## src/rtl/alu_pkg.sv

```systemverilog
// Shared opcode encodings, FSM state type and decode helper for the alu_mdu execute unit.
package alu_pkg;

    localparam logic [4:0] ALUOP_NOP    = 5'd0;
    localparam logic [4:0] ALUOP_LUI    = 5'd1;
    localparam logic [4:0] ALUOP_AUIPC  = 5'd2;
    localparam logic [4:0] ALUOP_ADD    = 5'd3;
    localparam logic [4:0] ALUOP_SUB    = 5'd4;
    localparam logic [4:0] ALUOP_BNE    = 5'd5;
    localparam logic [4:0] ALUOP_BLT    = 5'd6;
    localparam logic [4:0] ALUOP_BGE    = 5'd7;
    localparam logic [4:0] ALUOP_BLTU   = 5'd8;
    localparam logic [4:0] ALUOP_BGEU   = 5'd9;
    localparam logic [4:0] ALUOP_SLT    = 5'd10;
    localparam logic [4:0] ALUOP_SLTU   = 5'd11;
    localparam logic [4:0] ALUOP_XOR    = 5'd12;
    localparam logic [4:0] ALUOP_OR     = 5'd13;
    localparam logic [4:0] ALUOP_AND    = 5'd14;
    localparam logic [4:0] ALUOP_SLL    = 5'd15;
    localparam logic [4:0] ALUOP_SRL    = 5'd16;
    localparam logic [4:0] ALUOP_SRA    = 5'd17;
    localparam logic [4:0] ALUOP_MUL    = 5'd18;
    localparam logic [4:0] ALUOP_MULH   = 5'd19;
    localparam logic [4:0] ALUOP_MULHSU = 5'd20;
    localparam logic [4:0] ALUOP_MULHU  = 5'd21;
    localparam logic [4:0] ALUOP_DIV    = 5'd22;
    localparam logic [4:0] ALUOP_DIVU   = 5'd23;
    localparam logic [4:0] ALUOP_REM    = 5'd24;
    localparam logic [4:0] ALUOP_REMU   = 5'd25;

    typedef enum logic [1:0] {StIdle, StMul, StDiv} state_e;

    function automatic logic is_muldiv(input logic [4:0] op);
        return (op >= ALUOP_MUL) && (op <= ALUOP_REMU);
    endfunction

endpackage

```

## src/rtl/alu_md_iter.sv

```systemverilog
// Iterative RV32M datapath: radix-2 shift-add multiply and restoring divide on magnitudes,
// with sign fix-up applied on the final iteration so the result is ready with done.
module alu_md_iter
    import alu_pkg::*;
#(
    parameter int unsigned WIDTH = 32
) (
    input  logic             clk,
    input  logic             rst,
    input  logic             flush,
    input  logic             start,
    input  logic             is_div,
    input  logic [4:0]       op,
    input  logic [WIDTH-1:0] a,
    input  logic [WIDTH-1:0] b,
    output logic             done,
    output logic [WIDTH-1:0] result
);
    localparam int unsigned CW = $clog2(WIDTH);

    logic               busy_q;
    logic [CW-1:0]      cnt_q;
    logic               div_q;
    logic               neg_q;
    logic               hi_q;
    logic [WIDTH-1:0]   d_q;
    logic [2*WIDTH-1:0] p_q;

    logic               sa, sb;
    logic [WIDTH-1:0]   mag_a, mag_b;
    logic [WIDTH:0]     sum, shifted, diff;
    logic [2*WIDTH-1:0] p_nx, full;
    logic [WIDTH-1:0]   qr;

    always_comb begin
        sa = a[WIDTH-1] & ((op == ALUOP_MUL) || (op == ALUOP_MULH) || (op == ALUOP_MULHSU) ||
                           (op == ALUOP_DIV) || (op == ALUOP_REM));
        sb = b[WIDTH-1] & ((op == ALUOP_MUL) || (op == ALUOP_MULH) ||
                           (op == ALUOP_DIV) || (op == ALUOP_REM));
        mag_a = sa ? -a : a;
        mag_b = sb ? -b : b;
    end

    // p_q is {partial product, multiplier} for MUL and {remainder, dividend} for DIV.
    always_comb begin
        sum     = {1'b0, p_q[2*WIDTH-1:WIDTH]} + (p_q[0] ? {1'b0, d_q} : '0);
        shifted = {p_q[2*WIDTH-1:WIDTH], p_q[WIDTH-1]};
        diff    = shifted - {1'b0, d_q};
        if (div_q) begin
            p_nx = {(diff[WIDTH] ? shifted[WIDTH-1:0] : diff[WIDTH-1:0]), p_q[WIDTH-2:0],
                    ~diff[WIDTH]};
        end else begin
            p_nx = {sum, p_q[WIDTH-1:1]};
        end
        full = neg_q ? -p_nx : p_nx;
        qr   = hi_q ? p_nx[2*WIDTH-1:WIDTH] : p_nx[WIDTH-1:0];
        if (div_q) begin
            result = neg_q ? -qr : qr;
        end else begin
            result = hi_q ? full[2*WIDTH-1:WIDTH] : full[WIDTH-1:0];
        end
        done = busy_q & (cnt_q == CW'(WIDTH - 1));
    end

    always_ff @(posedge clk) begin
        if (rst || flush) begin
            busy_q <= 1'b0;
            cnt_q  <= '0;
        end else if (start) begin
            busy_q <= 1'b1;
            cnt_q  <= '0;
            div_q  <= is_div;
            // hi_q selects the high product half, or the remainder for divides.
            hi_q   <= is_div ? ((op == ALUOP_REM) || (op == ALUOP_REMU)) : (op != ALUOP_MUL);
            neg_q  <= (is_div && (op == ALUOP_REM)) ? sa : (sa ^ sb);
            d_q    <= is_div ? mag_b : mag_a;
            p_q    <= {{WIDTH{1'b0}}, (is_div ? mag_a : mag_b)};
        end else if (busy_q) begin
            p_q   <= p_nx;
            cnt_q <= cnt_q + CW'(1);
            if (done) begin
                busy_q <= 1'b0;
            end
        end
    end

endmodule

```

## src/rtl/alu_mdu.sv

```systemverilog
// RV32 execute unit: single-cycle ALU plus iterative mul/div, valid/ready on both sides,
// registered result with zero flag, and flush for killing in-flight work.
module alu_mdu
    import alu_pkg::*;
#(
    parameter int unsigned WIDTH = 32,
    parameter int unsigned SHW   = $clog2(WIDTH)
) (
    input  logic             clk,
    input  logic             rst,
    input  logic             flush,
    input  logic             in_valid,
    output logic             in_ready,
    input  logic [4:0]       op,
    input  logic [WIDTH-1:0] a,
    input  logic [WIDTH-1:0] b,
    input  logic [WIDTH-1:0] pc,
    output logic             out_valid,
    input  logic             out_ready,
    output logic [WIDTH-1:0] c,
    output logic             zero
);
    localparam logic [WIDTH-1:0] MIN = {1'b1, {(WIDTH-1){1'b0}}};

    state_e           state_q, state_d;
    logic             ov_q, ov_d;
    logic [WIDTH-1:0] c_q, c_d;
    logic             zero_q, zero_d;

    logic [SHW-1:0]   sh;
    logic             div_zero, div_ovf, is_div, go_iter, accept, start;
    logic [WIDTH-1:0] res;
    logic             iter_done;
    logic [WIDTH-1:0] iter_result;

    assign in_ready  = (state_q == StIdle) & (~ov_q | out_ready) & ~flush;
    assign accept    = in_valid & in_ready;
    assign out_valid = ov_q;
    assign c         = c_q;
    assign zero      = zero_q;

    // Divide corner cases never enter the iterator; they resolve here in one cycle.
    always_comb begin
        sh       = b[SHW-1:0];
        is_div   = (op >= ALUOP_DIV) && (op <= ALUOP_REMU);
        div_zero = (b == '0);
        div_ovf  = (a == MIN) && (b == '1) && ((op == ALUOP_DIV) || (op == ALUOP_REM));
        go_iter  = is_muldiv(op) && !(is_div && (div_zero || div_ovf));
        res      = '0;
        case (op)
            ALUOP_NOP:               res = a;
            ALUOP_LUI:               res = b;
            ALUOP_AUIPC:             res = pc + b;
            ALUOP_ADD:               res = a + b;
            ALUOP_SUB:               res = a - b;
            ALUOP_BNE:               res = WIDTH'(a == b);
            ALUOP_BLT:               res = WIDTH'($signed(a) >= $signed(b));
            ALUOP_BGE:               res = WIDTH'($signed(a) < $signed(b));
            ALUOP_BLTU:              res = WIDTH'(a >= b);
            ALUOP_BGEU:              res = WIDTH'(a < b);
            ALUOP_SLT:               res = WIDTH'($signed(a) < $signed(b));
            ALUOP_SLTU:              res = WIDTH'(a < b);
            ALUOP_XOR:               res = a ^ b;
            ALUOP_OR:                res = a | b;
            ALUOP_AND:               res = a & b;
            ALUOP_SLL:               res = a << sh;
            ALUOP_SRL:               res = a >> sh;
            ALUOP_SRA:               res = $signed(a) >>> sh;
            ALUOP_DIV, ALUOP_DIVU:   res = div_zero ? '1 : MIN;
            ALUOP_REM, ALUOP_REMU:   res = div_zero ? a : '0;
            default:                 res = '0;
        endcase
    end

    always_comb begin
        state_d = state_q;
        ov_d    = ov_q;
        c_d     = c_q;
        zero_d  = zero_q;
        start   = 1'b0;
        if (flush) begin
            state_d = StIdle;
            ov_d    = 1'b0;
        end else begin
            if (ov_q && out_ready) begin
                ov_d = 1'b0;
            end
            unique case (state_q)
                StIdle: begin
                    if (accept) begin
                        if (go_iter) begin
                            start   = 1'b1;
                            state_d = is_div ? StDiv : StMul;
                        end else begin
                            c_d    = res;
                            zero_d = (res == '0);
                            ov_d   = 1'b1;
                        end
                    end
                end
                StMul, StDiv: begin
                    if (iter_done) begin
                        c_d     = iter_result;
                        zero_d  = (iter_result == '0);
                        ov_d    = 1'b1;
                        state_d = StIdle;
                    end
                end
                default: state_d = StIdle;
            endcase
        end
    end

    always_ff @(posedge clk) begin
        if (rst) begin
            state_q <= StIdle;
            ov_q    <= 1'b0;
            c_q     <= '0;
            zero_q  <= 1'b1;
        end else begin
            state_q <= state_d;
            ov_q    <= ov_d;
            c_q     <= c_d;
            zero_q  <= zero_d;
        end
    end

    alu_md_iter #(
        .WIDTH(WIDTH)
    ) u_iter (
        .clk    (clk),
        .rst    (rst),
        .flush  (flush),
        .start  (start),
        .is_div (is_div),
        .op     (op),
        .a      (a),
        .b      (b),
        .done   (iter_done),
        .result (iter_result)
    );

endmodule

```

## config.mk

```make
export PLATFORM = sky130hd
export DESIGN_NAME = alu_mdu
export DESIGN_NICKNAME = d
export VERILOG_FILES = /design/src/rtl/alu_pkg.sv /design/src/rtl/alu_md_iter.sv /design/src/rtl/alu_mdu.sv
export SDC_FILE = /design/constraint.sdc
export NUM_CORES = 1
export LEC_CHECK = 0
export CELL_PAD_IN_SITES_DETAIL_PLACEMENT = 1
export CELL_PAD_IN_SITES_GLOBAL_PLACEMENT = 1
export CORE_MARGIN = 5
export CORE_UTILIZATION = 25
export CTS_BUF_LIST = sky130_fd_sc_hd__clkbuf_4
export DETAILED_ROUTE_END_ITERATION = 8
export HOLD_SLACK_MARGIN = 0.12
export PLACE_DENSITY_LB_ADDON = 0.1
export SLEW_MARGIN = 30
export SYNTH_ARGS = -nofsm -noshare
export SYNTH_HDL_FRONTEND = slang
export SYNTH_SLANG_ARGS = --single-unit
export TNS_END_PERCENT = 50
```

## constraint.sdc

```tcl
create_clock -name clk -period 9.45 [get_ports clk]
set_input_delay 1.4175 -clock clk [delete_from_list [all_inputs] [get_ports clk]]
set_output_delay 1.4175 -clock clk [all_outputs]
set_load 0.01 [all_outputs]
```

==> metrics.md <==
| Metric | Value |
|---|---|
| Final Util | `roughly 28%` |
| Skew final | `around 0.048 ns` |
| Register area share after synthesis | `between 10 and 15%` |
| Worst reg2reg path depth | `28` |
| Die Area | `between 100000 and 150000 um^2` |
| Clock tree buffer depth | `2` |
| Leak | `roughly 0.011 uW` |
| Fin area | `29600 um^2` |
| Slew margin rel. | `between 20% and 30%` |
| Largest stage delay on the critical path | `a little over 0.8 ns` |
| F_max | `between 0.1 and 0.15 GHz` |
| Met1 Use GR | `between 30% and 40%` |
| Detail Route Antenna Nets | `0` |
| Via count | `29000` |
| Post-route worst setup slack | `approximately 0.74 ns` |
| Worst path required time | `10.16 ns` |
| CTS sink cnt | `141` |
| Internal power | `1170 uW` |
| Most Crowded Layer GR | `met2` |
| First-pass GRT wire length | `213000 um` |
| DRT Wirelength | `148000 um` |
| Routed vias/inst | `between 5 and 6` |
| Global-route met3 utilization | `roughly 2.2%` |
| Asr flop ratio synth | `0%` |
| CORE AREA | `~110000 um^2` |
| Worst-Skew Late Latency | `a little under 0.8 ns` |
| Initial DRC count | `~2100` |
| VDD IR max | `between 0.08 and 0.09 mV` |
| Setup Viol. Count Final | `0` |
| RSZ-0062 raised after global routing | `false` |
| Fin. Hold Viols | `0` |
| Hold_ws | `0.473 ns` |
| Number of setup buffers added after CTS | `0` |
| Pins Over Slew Limit | `0` |
| Fillers | `~13000` |
| Crit path from | `u_iter.p_q[31]$_DFFE_PP_` |
| Sw Ratio | `approximately 46%` |
| Resize count post-CTS | `0` |
| Cell Rows | `~120` |
| Total grt overflow | `0` |
| Pin count of the biggest net entering global routing | `67` |
| Number of library cell types mapped by synthesis | `around 110` |
| CP arrival | `9.42 ns` |
| R2R Path End | `zero$_SDFFE_PP1P_` |
| Post-synth top area cell | `edfxtp_1` |
| Crit Path Max Fanout | `6` |
| CP Buf/Inv Count | `3` |
| Most used DFF post-synth | `edfxtp_1` |
| Post-synth EDFFs | `just under 100` |
| Height of the die | `335 um` |
| Crit path kind | `reg2reg` |
| CP Launch Type | `flip-flop` |
| Worst R2R Setup Slack | `0.74 ns` |
| Reg2reg start | `u_iter.p_q[31]$_DFFE_PP_` |
| CTS Hold Buffers Added | `0` |
| GRT Resource Usage Total | `between 20% and 30%` |
| Layout cells sized above 1 | `under 10%` |
| Worst-path clk slew | `between 0.15 and 0.2 ns` |
| Post-synthesis sequential element count | `around 140` |
| Average size of a mapped cell | `7.23 um^2` |
| Crit path depth | `28` |
| CTS root buf | `clkbuf_4` |
| Slowest cell on the critical path | `a2111oi_0` |
| Worst slew pin tran | `roughly 1.1 ns` |
| Largest delay share family, worst path | `simple AND/OR/NAND/NOR gates` |
| Cts bufs inserted | `17` |
| Avg WL per Cell | `between 20 and 30 um` |
| GR Util met2 | `about 44%` |
| Status | `complete, no violations` |
| Number of synthesis warnings | `0` |
| Setup TNS | `0 ns` |
| Reg power frac | `about a third` |
| Pre-CTS setup slack | `0.904 ns` |
| Cells after synthesis | `between 3000 and 4000` |
| Synth Net Count | `approximately 4000` |
| Logic gate share of total power | `48.0%` |
| HP Class | `reg2reg` |
| GPL Wtd Cong | `~0.94` |
| Vias in the first global route | `29500` |
| Area delta synth->final | `11.7%` |
| Critical path capture point type | `flip-flop` |
| Port buffer count | `between 100 and 150` |
| TritonRoute pass-1 iters | `5` |
| Residual DRC | `0` |
| Yosys top cell area share | `between 10 and 15%` |
| CTS H-tree lvls | `4` |
| CTS tree | `built` |
| Final-stage net count | `around 4000` |
| Cell Pwr Density | `about 73 nW/um^2` |
| Most frequent cells in the layout | `nor2_1 (422), nand2_1 (380), a21oi_1 (304)` |
| Psw | `between 900 and 1000 uW` |
| Period Utilization, post-route | `slightly above 90%` |
| Max cap viols | `0` |
| Die width | `approximately 340 um` |
| Clock power share | `between 20% and 30%` |
| Dpl cell area | `roughly 30000 um^2` |
| Synthesized area | `between 20000 and 30000 um^2` |
| Top cells by area, synth | `edfxtp_1 (11%), ha_1 (9.5%), nor2_1 (6.0%)` |
| I/O Pins | `141` |
| Initial antenna violation count | `10` |
| Initial core utilization | `approximately 25%` |
| Most common cell after layout, fill and taps aside | `nor2_1` |
| CP endpoint | `zero$_SDFFE_PP1P_` |
| Hpwl dp | `roughly 120000 um` |
| Final Critical Period | `between 8 and 9 ns` |
how the worst min path moves through the flow:
stage,from,end,slack (ns),cells past startpoint
6_report,c[18]$_SDFFE_PP0P_,c[18]$_SDFFE_PP0P_,0.47,2
2_1_floorplan,u_iter.cnt_q[4]$_SDFFE_PP0P_,u_iter.cnt_q[4]$_SDFFE_PP0P_,0.46,2
3_3_place_gp,c[9]$_SDFFE_PP0P_,c[9]$_SDFFE_PP0P_,0.45,2
5_1_grt,c[18]$_SDFFE_PP0P_,c[18]$_SDFFE_PP0P_,0.49,2
4_1_cts,c[18]$_SDFFE_PP0P_,c[18]$_SDFFE_PP0P_,0.47,2
3_5_place_dp,c[18]$_SDFFE_PP0P_,c[18]$_SDFFE_PP0P_,0.46,2
stage by stage:
step	power (uW)	cells
finish	2160	5047
detailed placement	1710	5012
floorplan	1290	3658
global placement	1720	5012
global route	2270	5045
CTS	2170	5044
state kept, by name, summed over array words and instances, names as in the netlist:
signal,cells
u_iter.neg_q,1
u_iter.d_q,32
state_q,2
u_iter.div_q,1
u_iter.cnt_q,5
zero,1
out_valid,1
u_iter.busy_q,1
c,32
u_iter.p_q,64
u_iter.hi_q,1
power by group through the flow:
| stage | logic, uW | clock network [uW] | registers (uW) |
|---|---|---|---|
| 2_1_floorplan | 598 | 0 | 693 |
| 3_3_place_gp | 1020 | 0 | 694 |
| 3_5_place_dp | 1020 | 0 | 694 |
| 4_1_cts | 1020 | 466 | 681 |
| 5_1_grt | 1110 | 484 | 682 |
| 6_report | 1040 | 441 | 680 |
cells in the mapped netlist (25+ instances only):
master	number
mux2i_1	128
a21oi_1	304
a211oi_1	65
mux4_2	55
dfxtp_1	42
a21o_1	47
xor2_1	46
nand3_1	82
inv_1	159
a31oi_1	59
buf_1	38
o21ai_0	225
and2_1	67
nand2b_1	34
clkbuf_1	212
xnor2_1	149
nor2_1	424
o31ai_1	40
nand4_1	53
nor3_1	113
o211ai_1	47
nor4_1	32
edfxtp_1	99
nand2_1	381
or3_1	37
mux2_2	25
a221oi_1	32
ha_1	201
kinds of logic (layout without fill, tap and decap cells):
family	Yosys count	after routing	share of synthesized area [%]
AND/OR/NAND/NOR	1355	1355	24.2
AO/OA/AOI/OAI	1118	1118	28.1
buffers and inverters	436	431	6.39
multiplexers	208	208	10.6
adder cells (fa/ha/maj)	205	205	9.81
XOR/XNOR	195	195	6.45
flip-flops	141	141	14.4
other	0	3	0
cell type report:
cell class	count	area (um^2)	area share [%]
well taps	1391	1740	5.89
flip-flops and latches	141	3810	12.9
repair buffers	231	2060	6.98
clock inverters	14	146	0.495
inverters	168	631	2.13
multi-input cells	3081	21000	71.1
diodes	3	7.51	0.0254
clock buffers	18	135	0.457
worst register-to-register path: cells and delay by family, from the launching register on:
family | cells | cell delay (ns)
xor+xnor | 1 | 0.11
fa+ha+maj | 3 | 0.80
flops | 1 | 0.42
simple gates | 14 | 4.77
compound gates | 7 | 2.26
buf+inv | 3 | 0.29
layer usage:
layer | wire (um) | share of wire [%] | vias up
li1 | - | - | 13500
met1 | 65000 | 44 | 14700
met2 | 71700 | 49 | 749
met3 | 5800 | 3.9 | 146
met4 | 5240 | 3.5 | 2
met5 | 7 | 0.0047 | -
Note: power is estimated with default switching activity, not from simulation.
